**src/rtl/serial_pkg.sv**
```systemverilog
// Shared definitions for the serial_out / serial_in shifter pair:
// default frame width, receiver state encoding and counter-width derivation.
package serial_pkg;

   localparam int FRAME_W = 24;

   typedef enum logic [1:0] {
      IDLE = 2'd0,
      LOAD = 2'd1,
      RECV = 2'd2
   } state_t;

   // Bit-counter width for a frame of the given length.
   function automatic int cnt_w_of(input int width);
      return $clog2(width);
   endfunction

endpackage

```
**src/rtl/serial_in.sv**
```systemverilog
// Serial-to-parallel receiver for the serial_out shifter: MSB-first capture, one-cycle valid.
// Optional abort flag output enabled by defining SERIAL_IN_ABORT_FLAG_EN.
module serial_in
   import serial_pkg::*;
#(
   parameter int WIDTH = FRAME_W
) (
   input  logic             clk,
   input  logic             rst,
   input  logic             start,
   input  logic             din,
   output logic [WIDTH-1:0] dout,
   output logic             valid,
   output logic             busy
`ifdef SERIAL_IN_ABORT_FLAG_EN
   ,
   output logic             abort
`endif
);

   localparam int CNT_W = cnt_w_of(WIDTH);

   state_t             state, state_nx;
   logic [CNT_W-1:0]   cnt, cnt_nx;
   logic [WIDTH-1:0]   shreg, shreg_nx;
   logic [WIDTH-1:0]   dout_nx;
   logic               valid_nx;
`ifdef SERIAL_IN_ABORT_FLAG_EN
   logic               abort_nx;
`endif

   // NOTE: every always_comb output gets a default first so no path can infer a latch.
   always_comb begin
      state_nx = state;
      cnt_nx   = cnt;
      shreg_nx = shreg;
      dout_nx  = dout;
      valid_nx = 1'b0;
`ifdef SERIAL_IN_ABORT_FLAG_EN
      abort_nx = 1'b0;
`endif
      if (start) begin
         // Frame sync wins in any state; a partial frame is dropped, dout kept.
         state_nx = LOAD;
         cnt_nx   = '0;
`ifdef SERIAL_IN_ABORT_FLAG_EN
         abort_nx = (state == RECV);
`endif
      end else if (state == LOAD || state == RECV) begin
         shreg_nx = {shreg[WIDTH-2:0], din};
         if (cnt == CNT_W'(WIDTH - 1)) begin
            dout_nx  = shreg_nx;
            valid_nx = 1'b1;
            state_nx = IDLE;
            cnt_nx   = '0;
         end else begin
            cnt_nx   = cnt + CNT_W'(1);
            state_nx = RECV;
         end
      end else begin
         state_nx = IDLE;
      end
   end

   // NOTE: state is updated with non-blocking assignments so every register sees pre-edge values.
   always_ff @(posedge clk or posedge rst) begin
      if (rst) begin
         state <= IDLE;
         cnt   <= '0;
         // NOTE: shreg is cleared although it is fully refilled before use, so reset state is deterministic.
         shreg <= '0;
         dout  <= '0;
         valid <= 1'b0;
`ifdef SERIAL_IN_ABORT_FLAG_EN
         abort <= 1'b0;
`endif
      end else begin
         state <= state_nx;
         cnt   <= cnt_nx;
         shreg <= shreg_nx;
         dout  <= dout_nx;
         valid <= valid_nx;
`ifdef SERIAL_IN_ABORT_FLAG_EN
         abort <= abort_nx;
`endif
      end
   end

   assign busy = (state == LOAD) || (state == RECV);

endmodule

```
**config.mk**
```make
export PLATFORM = sky130hd
export DESIGN_NAME = serial_in
export DESIGN_NICKNAME = d
export VERILOG_FILES = /design/src/rtl/serial_pkg.sv /design/src/rtl/serial_in.sv
export SDC_FILE = /design/constraint.sdc
export NUM_CORES = 1
export LEC_CHECK = 0
export BUFFER_PORTS_ARGS = -buffer_cell sky130_fd_sc_hd__buf_2
export CORE_MARGIN = 2
export CORE_UTILIZATION = 45
export DETAILED_ROUTE_END_ITERATION = 8
export GPL_TIMING_DRIVEN = 0
export PLACE_DENSITY_LB_ADDON = 0.08
export SETUP_SLACK_MARGIN = 0.4
export SLEW_MARGIN = 5
export SYNTH_ARGS = -nofsm -noshare
export SYNTH_HDL_FRONTEND = slang
export SYNTH_SLANG_ARGS = --single-unit
```
**constraint.sdc**
```tcl
create_clock -name clk -period 2 [get_ports clk]
set_input_delay 0.3 -clock clk [delete_from_list [all_inputs] [get_ports clk]]
set_output_delay 0.3 -clock clk [all_outputs]
set_load 0.005 [all_outputs]
```
==> run summary <==
Status: finished, final reports clean
YS warnings: 0
Internal portion of total power: 1.770 mW
Cell count after synthesis: 134
IO Count: 30
Worst max-slew margin expressed relative to the limit: 24.20%
Sequential area share after synthesis: 65.01%
Delay of the slowest cell on the worst path: 380 ps
Min-delay src: start
Synth async-reset ratio: 100.0%
Maximum number of pins on one net before global-route repair: 56
Worst slew pin tran: 1135 ps
Synth Register Bits: 55
Switching power total: 0.5856 mW
Clock root buffer: sky130_fd_sc_hd__clkbuf_8
Vias after detailed routing: 1240
Logic gate share of total power: 14.1%
Final HPWL DP: 2111 um
TritonCTS Buffers: 5
CTS tree: yes
Global routing usage summed across all routing layers: 15.50%
Switching power share of the total: 24.86%
Sinks on the clock net: 55
Reg clk slew, reported paths: 100 ps
Count of cells along the worst register-to-register path: 6
Drt drc: 0
Main flop type after synthesis: sky130_fd_sc_hd__dfrtp_1
First-pass GRT wire length: 6168 um
PortBufs: 29
H-tree levels: 2
Simple logic cell fraction of the synthesized area: 4.492%
Kind of launch point of the worst setup path: flip-flop
Ratio of cells with drive above 1 in the final layout: 58.70%
Part of the total power dissipated in sequential elements: 60.3%
Worst reg2reg path startpoint: cnt[0]
Via/cell ratio: 5.254
Setup TNS: 0 ps
Number of failing setup endpoints in the final timing report: 0
Routed wire length: 3707 um
TritonRoute pass-1 iters: 4
Max FO, Critical Path: 5
Crit share post-route: 86.08%
Number of enable flip-flop cells after synthesis: 0
Top cell type's share of synthesized area: 65.01%
XOR/XNOR share of the synthesized area: 0.4137%
Die footprint: 5269 um2
Mean post-synth cell area: 15.80 um2
Clk network pwr share: 25.6%
Shortest clock period the worst path allows after layout: 1722 ps
Chain of cells forming the critical path: ha_2 -> and4b_1 -> nor3b_4 -> buf_6 -> buf_6 -> mux2_4
Worst path buffer plus inverter count: 2
RSZ-0062 raised after global routing: true
End of the worst register-to-register path: dout[22]
Maximum resistive drop on vdd: 0.5217 mV
Dominant combinational cell family by area after synthesis: multiplexers
Skew-Pair Late Insertion Delay: 300 ps
Worst hold path type: in2reg
Filler cells: 363
Synth unique cells: 21
Ratio of total power to cell area: 880.7 nW/um2
Top cell family by delay on the critical path: simple AND/OR/NAND/NOR gates
Worst Hold Depth: 1
Worst setup skew after layout: 12.90 ps
Core Util, Final: 60.19%
Endpoint arrival time on the critical path: 1910 ps
Classification of the worst setup path: reg2reg
Area fraction in compound gates after synthesis: 1.655%
End point of the most critical hold path: state[0]
Height of the chip: 72.59 um
Worst setup slack for register-to-register paths: 280 ps
Syn Nets: 139
Dominant cells by area after synthesis: sky130_fd_sc_hd__dfrtp_1, sky130_fd_sc_hd__mux2_2, sky130_fd_sc_hd__buf_4
Final global-route overflow total: 0
Initial antenna violation count: 0
Master of the slowest instance on the critical path: sky130_fd_sc_hd__dfrtp_1
Cell leakage power: 1.361 nW
Placeable Area: 4444 um2
Final antenna-violating net count: 0
Max-cap violation count: 0
Final Wtd Congestion: 0.7935
Critical path endpoint category: flip-flop
Worst-case clock buffer depth: 2
Final hold viol count: 0
Worst Path Required: 2190 ps
Via count of the first global-routing pass: 1274
Cell taking the most area after synthesis: sky130_fd_sc_hd__dfrtp_1
Die width: 72.59 um
Row count: 24
Max Slew Vio Count: 0
DR iter-0 viols: 35
Most used cell, CP: sky130_fd_sc_hd__buf_6
Area delta synth->final: 26.36%
Adder-Cell Fraction of Synth Area: 0.5910%
DR WL/cell: 15.71 um
Combined area of all synthesized cells: 2117 um2
Nets: 189
Starting density of the core: 47.64%
Mux contribution to synthesized area: 25.00%
Number of antenna repair diodes: 0
FMAX: 580.9 MHz
Hold_buf cts: 0
flip-flops by register name, indices dropped and copies added, names as in the netlist:
register  count
cnt           5
dout         24
shreg        23
state         2
valid         1
how the worst max path moves through the flow:
stage / startpoint / endpoint / slack, ps / cells past startpoint
after floorplan: cnt[0] / dout[10] / 290 / 5
after global placement: cnt[0] / dout[13] / 70 / 5
after detailed placement: cnt[0] / dout[16] / 50 / 5
after CTS: cnt[0] / dout[11] / 330 / 6
after global routing: cnt[0] / dout[7] / 210 / 6
final: cnt[0] / dout[22] / 280 / 6
logic make-up (layout without fill, tap and decap cells):
logic type                 count (synthesis)  after routing
muxes                                     47             47
and+or+nand+nor                           14             14
buffers and inverters                      9             59
AOI/OAI and AO/OA                          7              7
DFF                                       55             55
xor gates and xnor gates                   1              1
adders and majority gates                  1              1
synthesized netlist by cell type (2+ instances only):
master / n
sky130_fd_sc_hd__dfrtp_1: 55
sky130_fd_sc_hd__mux2_2: 47
sky130_fd_sc_hd__a21oi_1: 4
sky130_fd_sc_hd__buf_4: 3
sky130_fd_sc_hd__inv_1: 3
sky130_fd_sc_hd__nand2_1: 3
sky130_fd_sc_hd__o21ai_0: 3
sky130_fd_sc_hd__buf_6: 2
sky130_fd_sc_hd__nor3_1: 2
stage by stage:
step	power, mW	hold slack [ps]	instance area (um2)	std cells	worst slack [ps]
finish	2.356	118.4	2675	236	278.4
global route	2.497	101.9	2675	236	212.8
CTS	2.357	105.3	2618	232	332.7
detailed placement	1.719	423.3	2331	215	54.93
global placement	1.693	423.2	2331	215	72.20
floorplan	1.630	331.4	2121	134	286.4
power groups by stage:
stage,Combinational (mW),Clock [mW],Sequential [mW]
floorplan,0.241,0,1.39
CTS,0.312,0.625,1.42
global placement,0.269,0,1.42
global route,0.368,0.680,1.45
detailed placement,0.284,0,1.43
finish,0.332,0.603,1.42
repair_timing:
item / 4_1_cts / 5_1_grt
setup endpoints to repair: 45 / 40
cloned: 2 / 0
setup buffers: 8 / 4
resized for setup: 34 / 8
pin swaps: 2 / 2
routing by layer:
layer / routed length, um / vias up / GRT usage [%]
li1: - / 568 / -
met1: 1758 / 642 / 21.28
met2: 1739 / 23 / 22.83
met3: 139 / 7 / 4.972
met4: 70 / 0 / 6.584
met5: 0 / - / 0
cells in the final DEF, fill, tap and decap left out, types with 2 or more instances in the layout:
cell	count
sky130_fd_sc_hd__buf_8	3
sky130_fd_sc_hd__nor3_1	2
sky130_fd_sc_hd__buf_6	7
sky130_fd_sc_hd__a21oi_1	4
sky130_fd_sc_hd__buf_4	10
sky130_fd_sc_hd__clkbuf_8	6
sky130_fd_sc_hd__mux2_4	24
sky130_fd_sc_hd__nand2_1	3
sky130_fd_sc_hd__mux2_2	23
sky130_fd_sc_hd__buf_2	28
sky130_fd_sc_hd__o21ai_0	3
sky130_fd_sc_hd__dfrtp_1	55
final cells by class:
type | count | area, um2 | area share, %
inverters | 3 | 17.52 | 0.6548
multi-input cells | 70 | 785.8 | 29.37
clock inverters | 1 | 5.005 | 0.1871
repair buffers | 43 | 275.3 | 10.29
clock buffers | 6 | 82.58 | 3.087
well taps | 52 | 65.06 | 2.432
plain buffers | 6 | 67.56 | 2.526
flip-flops and latches | 55 | 1376 | 51.45
Power figures use the tool's default switching activity.
